[src/rtl/fulladd_pkg.sv]
// Shared constants and types for the ripple-carry full adder.
// Holds the default width and the one-bit sum/carry result bundle.
package fulladd_pkg;

  localparam int FA_DEFAULT_WIDTH = 1;

  typedef struct packed {
    logic s;
    logic c;
  } fa_bit_t;

endpackage

[src/rtl/fulladd_behavioral_fa_cell.sv]
// One-bit full adder cell used as a ripple-chain stage.
// Produces the sum bit and the carry into the next stage.
module fa_cell
  import fulladd_pkg::*;
(
  input  logic    a,
  input  logic    b,
  input  logic    ci,
  output fa_bit_t res
);

  logic p;

  // Propagate term is shared by sum and carry.
  always_comb begin
    p     = a ^ b;
    res.s = p ^ ci;
    res.c = (a & b) | (ci & p);
  end

endmodule

[src/rtl/fulladd_behavioral.sv]
// Registered ripple-carry adder: {cout,s} = a + b + cin, one cycle latency.
// Define FULLADD_XCHECK_EN to add behavioral and gate-primitive cross-checks.
module fulladd_behavioral
  import fulladd_pkg::*;
#(
  parameter int WIDTH = FA_DEFAULT_WIDTH
) (
  input  logic             clk,
  input  logic             rst,
  input  logic [WIDTH-1:0] a,
  input  logic [WIDTH-1:0] b,
  input  logic             cin,
  input  logic             in_valid,
  output logic [WIDTH-1:0] s,
  output logic             cout,
  output logic             out_valid,
  output logic             xcheck_err
);

  logic [WIDTH:0]   c;
  logic [WIDTH-1:0] sum_w;
  fa_bit_t          r [WIDTH];

  assign c[0] = cin;

  for (genvar i = 0; i < WIDTH; i++) begin : g_rip
    fa_cell u_cell (
      .a  (a[i]),
      .b  (b[i]),
      .ci (c[i]),
      .res(r[i])
    );
    assign sum_w[i] = r[i].s;
    assign c[i+1]   = r[i].c;
  end

  // Result register; holds on idle cycles, valid pulses per input.
  always_ff @(posedge clk) begin
    if (rst) begin
      s         <= '0;
      cout      <= 1'b0;
      out_valid <= 1'b0;
    end else begin
      out_valid <= in_valid;
      if (in_valid) begin
        s    <= sum_w;
        cout <= c[WIDTH];
      end
    end
  end

`ifdef FULLADD_XCHECK_EN
  logic [WIDTH:0] beh_sum;
  logic [WIDTH:0] gate_sum;
  logic [WIDTH:0] gc;

  assign beh_sum = {1'b0, a} + {1'b0, b}
                 + {{WIDTH{1'b0}}, cin};
  assign gc[0]   = cin;

  for (genvar i = 0; i < WIDTH; i++) begin : g_gate
    wire t;
    wire p;
    wire q;
    xor x0 (t, a[i], b[i]);
    xor x1 (gate_sum[i], t, gc[i]);
    and n0 (p, a[i], b[i]);
    and n1 (q, gc[i], t);
    or  o0 (gc[i+1], p, q);
  end

  assign gate_sum[WIDTH] = gc[WIDTH];

  // Sticky flag: any disagreement between the three styles.
  always_ff @(posedge clk) begin
    if (rst) begin
      xcheck_err <= 1'b0;
    end else if (in_valid) begin
      if ((beh_sum != {c[WIDTH], sum_w}) ||
          (gate_sum != {c[WIDTH], sum_w}))
        xcheck_err <= 1'b1;
    end
  end
`else
  assign xcheck_err = 1'b0;
`endif

endmodule

[config.mk]
export PLATFORM = sky130hd
export DESIGN_NAME = fulladd_behavioral
export DESIGN_NICKNAME = d
export VERILOG_FILES = /design/src/rtl/fulladd_pkg.sv /design/src/rtl/fulladd_behavioral_fa_cell.sv /design/src/rtl/fulladd_behavioral.sv
export SDC_FILE = /design/constraint.sdc
export NUM_CORES = 1
export LEC_CHECK = 0
export ABC_AREA = 1
export CORE_AREA = 5 5 42 44
export DETAILED_ROUTE_END_ITERATION = 10
export DIE_AREA = 0 0 47 49
export PLACE_DENSITY_LB_ADDON = 0.2
export SLEW_MARGIN = 5
export SYNTH_ARGS = -nofsm -noshare
export SYNTH_HDL_FRONTEND = slang
export SYNTH_HIERARCHICAL = 1
export SYNTH_SLANG_ARGS = --single-unit
[constraint.sdc]
create_clock -name clk -period 0.85 [get_ports clk]
set_input_delay 0.085 -clock clk [delete_from_list [all_inputs] [get_ports clk]]
set_output_delay 0.085 -clock clk [all_outputs]
set_load 0.05 [all_outputs]
---- Word level (Yosys, flattened, before mapping) ----
Cells that the tools add are included.
storage, ports and cells
  bits in registers ....................... 3
  input bits .............................. 6
  output and inout bits ................... 4
  word-level logic and storage cells ...... 8
operators by class
  bitwise operators ....................... 5
operator list
  kind       count
  AND 1 bit  2
  XOR 1 bit  2
  OR 1 bit   1

---- Longest topological paths before layout ----
Gate-level depths: netlist (run 1).
  depth in word-level cells ............... 3
  mapped depth ............................ 5
  gate-level depth less buffers ........... 5

---- Cells and area by module ----
Netlist (run 1), hierarchy kept.
modules (own cells, without submodules)
  module              times used  cells an instance  area each (µm²)  sequential area each (µm²)
  fulladd_behavioral  1           18                 120.1            60.1
  fa_cell             1           1                  20.0             0.0

---- Worst setup path after synthesis (run 1) ----
OpenSTA, ideal clock, no wires.
  path kind ............................... reg2reg
  from .................................... register, netlist name cout
  to ...................................... register cout
  setup time .............................. 0.064 ns
  arrival time ............................ 0.794 ns
  required time ........................... 0.786 ns
  slack ................................... -0.008 ns
  cell stages (with the launch flop) ...... 3
  path buffers ............................ 0
  clock period less this slack ............ 0.858 ns
  path through ............................ dfxtp_1 nor2_1 nor2_1
RTL lines
  item                  RTL line                  source
  to (signal assigned)  fulladd_behavioral.sv:47  cout <= c[WIDTH];
  to (decl)             fulladd_behavioral.sv:15  output logic cout,

---- Final worst setup path (run 1) ----
  from .................................... register out_valid
  to ...................................... output out_valid
RTL lines
  item                    RTL line                  source
  from (decl)             fulladd_behavioral.sv:16  output logic out_valid,
  from (signal assigned)  fulladd_behavioral.sv:44  out_valid <= in_valid;
No word-level cell between the ends.

==> results of run 1 <==
per-stage QoR:
step           std cells  TNS (ps)  worst slack, ps  utilization  cell area [sq um]
4_1_cts               46     -9.85            -9.85        0.208                292
3_3_place_gp          42      -866             -483        0.188                264
2_1_floorplan         19         0             11.6            -                141
5_1_grt               46         0            0.176        0.202                283
3_5_place_dp          42      -884             -496        0.188                264
6_report              46         0             41.1        0.202                283
cell type report:
type / count / area share
well taps: 16 / 0.0708
repair buffers: 8 / 0.358
clock buffers: 4 / 0.0929
inverters: 4 / 0.0531
multi-input cells: 11 / 0.204
flip-flops and latches: 3 / 0.221
synth_stat cells:
library cell  n  area share
inv_1         4        0.11
fa_1          1        0.14
buf_4         1       0.054
dfxtp_1       3        0.43
nor2_1        5        0.13
conb_1        1       0.027
nand2_1       4        0.11
worst paths after layout:
path,start,to,slack [ps],cells past startpoint
max,out_valid,out_valid,40,1
min,b,cout,310,6
max reg2reg,cout,cout,280,2
min reg2reg,s,s,490,2
layout by cell type, fill, tap and decap left out:
master           instances
dfxtp_1                  1
clkbuf_1                 1
dfxtp_2                  2
clkdlybuf4s50_1          2
clkbuf_4                 3
conb_1                   1
buf_12                   3
clkdlybuf4s15_2          1
fa_1                     1
clkbuf_2                 2
inv_1                    4
nand2_1                  4
nor2_1                   5
power groups by stage:
stage / sequential (mW) / combinational, mW / clock, mW
floorplan: 0.195 / 0.0362 / 0
global placement: 0.165 / 0.142 / 0
detailed placement: 0.165 / 0.144 / 0
CTS: 0.164 / 0.140 / 0.278
global route: 0.165 / 0.144 / 0.301
finish: 0.164 / 0.136 / 0.259
state kept, by name, indices dropped and copies added, names as in the netlist:
signal	count
s	1
cout	1
out_valid	1
timing repair:
action | 4_1_cts | 5_1_grt
gates resized for setup | 7 | 3
endpoints found under the setup margin | 3 | 1
pin swaps | 2 | 2
per-layer routing:
layer  track usage  vias up  wire length (microns)
met5             0        -                      0
met4        0.0415        0                      8
met3        0.0554        2                     45
met2        0.0362        8                    134
met1        0.0418       54                    157
li1              -       71                      -
kinds of logic after synthesis:
group / count (synthesis) / synth area share
adder cells (fa/ha/maj): 1 / 0.143
buffers and inverters: 5 / 0.161
flip-flops: 3 / 0.429
other: 1 / 0.0268
AND/OR/NAND/NOR: 9 / 0.241
==> qor.csv, run 1 <==
stage;metric;value;unit
grt;antenna_found_initial;0;
critical_path;path_class;reg2out;
detailed_routing;avgViaCountPerCell;2.93;
hold_path;hp-class;in2reg;
grt;grt_pass1_wl;558;microns
detailed_routing;drcViolationCount;0;
layout;antenna-diode-count;0;
synth;synth.avg_cell_area;7.38;sq um
synth;yosysUniqueCellTypes;7;
timing;period_minus_slack;809;ps
power_and_ir_drop;pwr-share-clk;0.463;
die;die_x;47;microns
power_and_ir_drop;seq_power_share;0.293;
timing;finalCritPeriodShare;0.952;
layout;areaGrowthSynthToFinish;102;%
critical_path;startpoint_type;flip-flop;
clock_tree;postCtsSetupBuffers;0;
detailed_routing;vias;135;
clock_tree;holdBufCountCts;0;
synth;synth.yosys.warnings;6;
place;place.gp.congestion;0.630;
die;start_util;0.100;
power_and_ir_drop;p_total;0.559;mW
clock_tree;cts_tree;done;
die;dieArea;2300;sq um
timing;clock_skew;0;ps
die;num_rows;14;
layout;final_net_count;38;
clock_tree;clkSinkCount;3;
critical_path;critPathSlowestCell;dfxtp_1;
critical_path;setup.worst_path.end_class;primary output;
timing;setup_viol;0;
flow_run;cap_violations;0;
die;core-area;1400;sq um
synth;ys_ff_latch;3;
layout;multi_input_area;57.6;sq um
clock_tree;clk_pin_slew_worst_paths;40;ps
layout;fillers;173;
timing;hold_viol_final;0;
detailed_routing;drt_iter0_drc;1;
layout;drive_gt1_frac;0.367;
synth;yosysSeqAreaShare;0.429;
critical_path;crit_family;flip-flops;
power_and_ir_drop;p_comb_frac;0.244;
power_and_ir_drop;swShare;0.294;
clock_tree;clk_path_buf_depth;2;
clock_tree;clockRootBuffer;clkbuf_4;
timing;fmax;1240;MHz
run_status;status;complete, no violations;
synth;syn-num-nets;26;
critical_path;cp_data_required_time;760;ps
timing;fin_hold_ws;313;ps
clock_tree;htreeDepth;1;
critical_path;path_cells;buf_12;
critical_path;path_buf_inv;1;
detailed_routing;dr.pass1.iters;2;
power_and_ir_drop;switching_power;0.164;mW
power_and_ir_drop;p_int;0.395;mW
die;die_h;49;microns
timing;slew_violations;0;
critical_path;cp_max_fo;1;
place;portBuffers;8;
die;io_pins;10;
clock_tree;insertion_delay;240;ps
critical_path;critPathArrivalTime;720;ps
grt;track_usage;0.0415;
power_and_ir_drop;cellLeakagePower;0.140;nW
grt;gr-total-overflow;0;
grt;grt_pass1_vias;139;
synth;synth_area;140;sq um
power_and_ir_drop;p_per_area;1980;nW/um^2
power_and_ir_drop;peakVddDrop;0.611;mV
detailed_routing;wl_per_cell;7.50;microns
clock_tree;numCtsBuffers;3;
detailed_routing;detail-route-antenna-nets;0;
layout;regArea;62.6;sq um
timing;rsz0062_at_grt;no;
synth;netlist_instances;19;
detailed_routing;routed_wl;345;microns
critical_path;slowest_delay;350;ps
grt;grt_max_degree;6;
Power figures use the tool's default switching activity.
==> inputs of run 2 (changes only) <==
--- a/config.mk
+++ b/config.mk
@@ -10,7 +10,6 @@
 export DETAILED_ROUTE_END_ITERATION = 10
 export DIE_AREA = 0 0 47 49
 export PLACE_DENSITY_LB_ADDON = 0.2
-export SLEW_MARGIN = 5
 export SYNTH_ARGS = -nofsm -noshare
 export SYNTH_HDL_FRONTEND = slang
 export SYNTH_HIERARCHICAL = 1
==> results of run 2 <==
Same layout as run 1: the final DEF is identical, and so are final timing and power.
==> RTL edit 1, RTL diff (settings of run 2) <==
The output `out_valid` loses its register stage (`out_valid` becomes a continuous assignment).
--- a/src/rtl/fulladd_behavioral.sv
+++ b/src/rtl/fulladd_behavioral.sv
@@ -41,5 +41,3 @@
       cout      <= 1'b0;
-      out_valid <= 1'b0;
     end else begin
-      out_valid <= in_valid;
       if (in_valid) begin
@@ -50,2 +48,4 @@
   end
+
+  assign out_valid = in_valid;
 
Formal check against the unedited RTL: not equivalent (Yosys sat finds a counterexample within 4 cycles, from zero or initial values and one cycle with rst high).
==> RTL edit 1 against run 2 <==
- non-clock buffer count did not move
- setup slack got worse by 0.013 ns
- die area did not move
- sequential cell count fell by 1
- synthesized cell count fell by 11%
- total power fell by 19%
- design area fell by 14%
- synthesized area fell by 14%
- wire length fell by 3.2%
- critical path depth did not move
- sequential power fell by 32%
- largest cell class unchanged
==> RTL edit 1: results <==
set metrics [dict create \
    grt_pass1_wl_um 552 \
    setup_viol 0 \
    synth_cells 17 \
    drive_above_1_share 0.3846 \
    wire_per_inst_um 7.952 \
    hold_viol 0 \
    dpl.hpwl_um 281.5 \
    dp.cells 39 \
    worst_ir_drop_vdd_mv 0.5389 \
    crit_arrival_ns 0.74 \
    gp_congestion 0.7182 \
    routed-via-count 121 \
    synthesis.nets 24 \
    outcome "finished clean" \
    yosys_warnings 6 \
    fin_ws_ns 0.02795 \
    placedInstanceArea_sq_um 236.5 \
    nNetsFinal 35 \
    worst-path-max-fanout 2 \
    routed_wl_um 334 \
    biggestRegsByFlops "cout x1, s x1" \
    p_leak_uw 0.0001243 \
    grt_pass1_vias 145 \
    num-fill-cells 164 \
    reg2reg_slack_ns 0.27 \
    hold_path.class "input port to flip-flop" \
    track_usage 0.04087 \
    synthTopCellsByArea "dfxtp_1 33%, fa_1 17%, buf_4 13%, nand2_1 13%, nor2_1 13%" \
    dp_slack_ns -0.4989 \
    synth_commonest_cells "4 x nand2_1, 4 x nor2_1, 3 x inv_1" \
    worst_skew_pair.late_latency_ns 0.22 \
    antenna_found_initial 0 \
    ys_seq_area_frac 0.3333 \
    slowest_stage "dfxtp_1" \
    drt-initial-drc-count 2 \
    hold_slack_ns 0.3299 \
    cpPeakStageDelay_ns 0.36 \
]
[RTL edit 1: path summary, 6_finish.rpt]
kind,end,depth (start not counted),startpoint
min reg2reg,cout$_SDFFE_PP0P_,2,cout$_SDFFE_PP0P_
max,s,1,s$_SDFFE_PP0P_
min,cout$_SDFFE_PP0P_,6,b
max reg2reg,cout$_SDFFE_PP0P_,2,cout$_SDFFE_PP0P_
[RTL edit 1: cell families (layout without fill, tap and decap cells)]
group / Yosys count / after routing / synth area share
buf+inv: 5 / 14 / 0.2187
fa+ha+maj: 1 / 1 / 0.1667
flops: 2 / 2 / 0.3333
other cells: 1 / 1 / 0.03122
simple gates: 8 / 8 / 0.2499
[RTL edit 1: final cells by class]
class	count	area, sq um	area share
tap	16	20.02	0.08247
timing repair buffer	8	93.84	0.3866
multi-input combinational	10	53.80	0.2216
sequential	2	41.29	0.1701
clock buffer	3	22.52	0.09278
inverter	3	11.26	0.04639
[RTL edit 1: repair_timing]
action / CTS / global route
resized for setup: 4 / 6
pin swaps: 0 / 3
endpoints found under the setup margin: 3 / 2
[RTL edit 1: report_power, final]
| group | switching (uW) | total, uW | internal, uW |
|---|---|---|---|
| Sequential | 7.85 | 111 | 103 |
| Combinational | 72.2 | 132 | 59.5 |
| Clock | 56.7 | 213 | 156 |
| Total | 137 | 456 | 319 |
[RTL edit 1: routing by layer]
| layer | global-route usage | up-vias | routed length [um] |
|---|---|---|---|
| met1 | 0.03965 | 45 | 155 |
| li1 | - | 62 | - |
| met3 | 0.02952 | 2 | 69 |
| met2 | 0.03846 | 12 | 100 |
| met5 | 0 | - | 0 |
| met4 | 0.06912 | 0 | 8 |
==> RTL edit 2, RTL diff (settings of run 2) <==
Made on the original files. The option `FULLADD_XCHECK_EN` is turned on by a define.
--- a/src/rtl/fulladd_behavioral.sv
+++ b/src/rtl/fulladd_behavioral.sv
@@ -2,2 +2,4 @@
 // Define FULLADD_XCHECK_EN to add behavioral and gate-primitive cross-checks.
+`define FULLADD_XCHECK_EN
+
 module fulladd_behavioral
Formal check against the unedited RTL: no difference found for any inputs over 10 cycles, from zero or initial values and one cycle with rst high; that may be too few to reach the edited logic, so the function may still have changed.
==> RTL edit 2 against run 2 <==
- the flow now finishes with violations (negative setup slack)
- total power increased by 28%
- synthesized area up 58%
- combinational power up 97%
- sequential cell count increased by 1
- via count is 52% higher
- synthesized cell count up 58%
- clock power is 14% lower
- critical endpoint is now xcheck_err$_SDFFE_PP0P_
- setup slack worse by 0.096 ns
- wire length up 34%
- design area up 49%
- cell count grew 28%
- core utilization rose by 9.8 points
==> RTL edit 2: results <==
set metrics [dict create \
    outcome "finished with violations" \
    violations "negative setup slack" \
    io_buffers 9 \
    grt_util_met3 0.02583 \
    synth_xor_xnor_area_share 0 \
    setup_viol 2 \
    grt_pass1_vias 220 \
    ys_seq_area_frac 0.3616 \
    ctsResizeCount 18 \
    synthesis.nets 38 \
    fin_ws_ns -0.05519 \
    met1_usage 0.07237 \
    routed.top_layer "met3" \
    routed-wl-met3_um 54 \
    track_usage 0.05419 \
    routed-via-count 205 \
    m1WireLength_um 236 \
    setup_tns_ns -0.07905 \
    synthDistinctLibCells 9 \
    placedInstanceArea_sq_um 386.6 \
    p_leak_uw 0.0002067 \
    grt_max_degree 5 \
    grtUsageMet2 0.05656 \
    worst-path-max-fanout 2 \
    synth_cells 30 \
    drive_above_1_share 0.4419 \
    dp.cells 56 \
    gp_congestion 0.6602 \
    grt_pass1_wl_um 876 \
    nNetsFinal 53 \
    routed_wl_um 464 \
    synthTopCellsByArea "dfxtp_1 36%, fa_1 18%, nand2_1 14%, inv_1 12%, nor2_1 6.8%" \
    synth_fa_ha_area_frac 0.1808 \
    dp_slack_ns -0.7646 \
    swShare 0.3016 \
]
RTL edit 2: cell types whose count changed in the layout (fill, tap and decap cells not counted), moves of 2 or more:
cell,run 2,this run
clkbuf_2,2,0
nand2_1,4,8
buf_6,0,4
inv_2,0,3
o21ai_0,0,2
RTL edit 2: layout make-up:
type	count	area, sq um
multi-input cells	18	115.1
repair buffers	10	145.1
fillers	152	980.9
flip-flops and latches	4	82.58
well taps	16	20.02
clock buffers	3	22.52
inverters	8	35.03
RTL edit 2: worst max-delay path, cell delays in order:
cell     delay (ns)
buf_6          0.10
fa_1           0.58
nand2_1        0.06
nand2_1        0.06
nand2_1        0.05
nand2_1        0.05
nand2_1        0.04
RTL edit 2: path summary, 6_finish.rpt:
| path | cells past startpoint | from | slack (ns) | to |
|---|---|---|---|---|
| setup / recovery | 7 | b | -0.06 | xcheck_err$_SDFFE_PP0P_ |
| hold / removal | 4 | b | 0.33 | cout$_SDFFE_PP0P_ |
| setup reg to reg | 2 | s$_SDFFE_PP0P_ | 0.16 | s$_SDFFE_PP0P_ |
| hold reg to reg | 2 | xcheck_err$_SDFFE_PP0P_ | 0.49 | xcheck_err$_SDFFE_PP0P_ |
RTL edit 2: power by group through the flow:
| stage | sequential (uW) | combinational, uW | clock [uW] |
|---|---|---|---|
| 6_report | 224 | 268 | 224 |
| 4_1_cts | 225 | 266 | 240 |
| 5_1_grt | 227 | 294 | 250 |
| 3_5_place_dp | 227 | 258 | 0 |
| 3_3_place_gp | 230 | 255 | 0 |
| 2_1_floorplan | 278 | 69.1 | 0 |
RTL edit 2: cells by family after synthesis:
family / count (synthesis)
compound gates: 3
fa+ha+maj: 2
flops: 4
buf+inv: 8
simple gates: 13
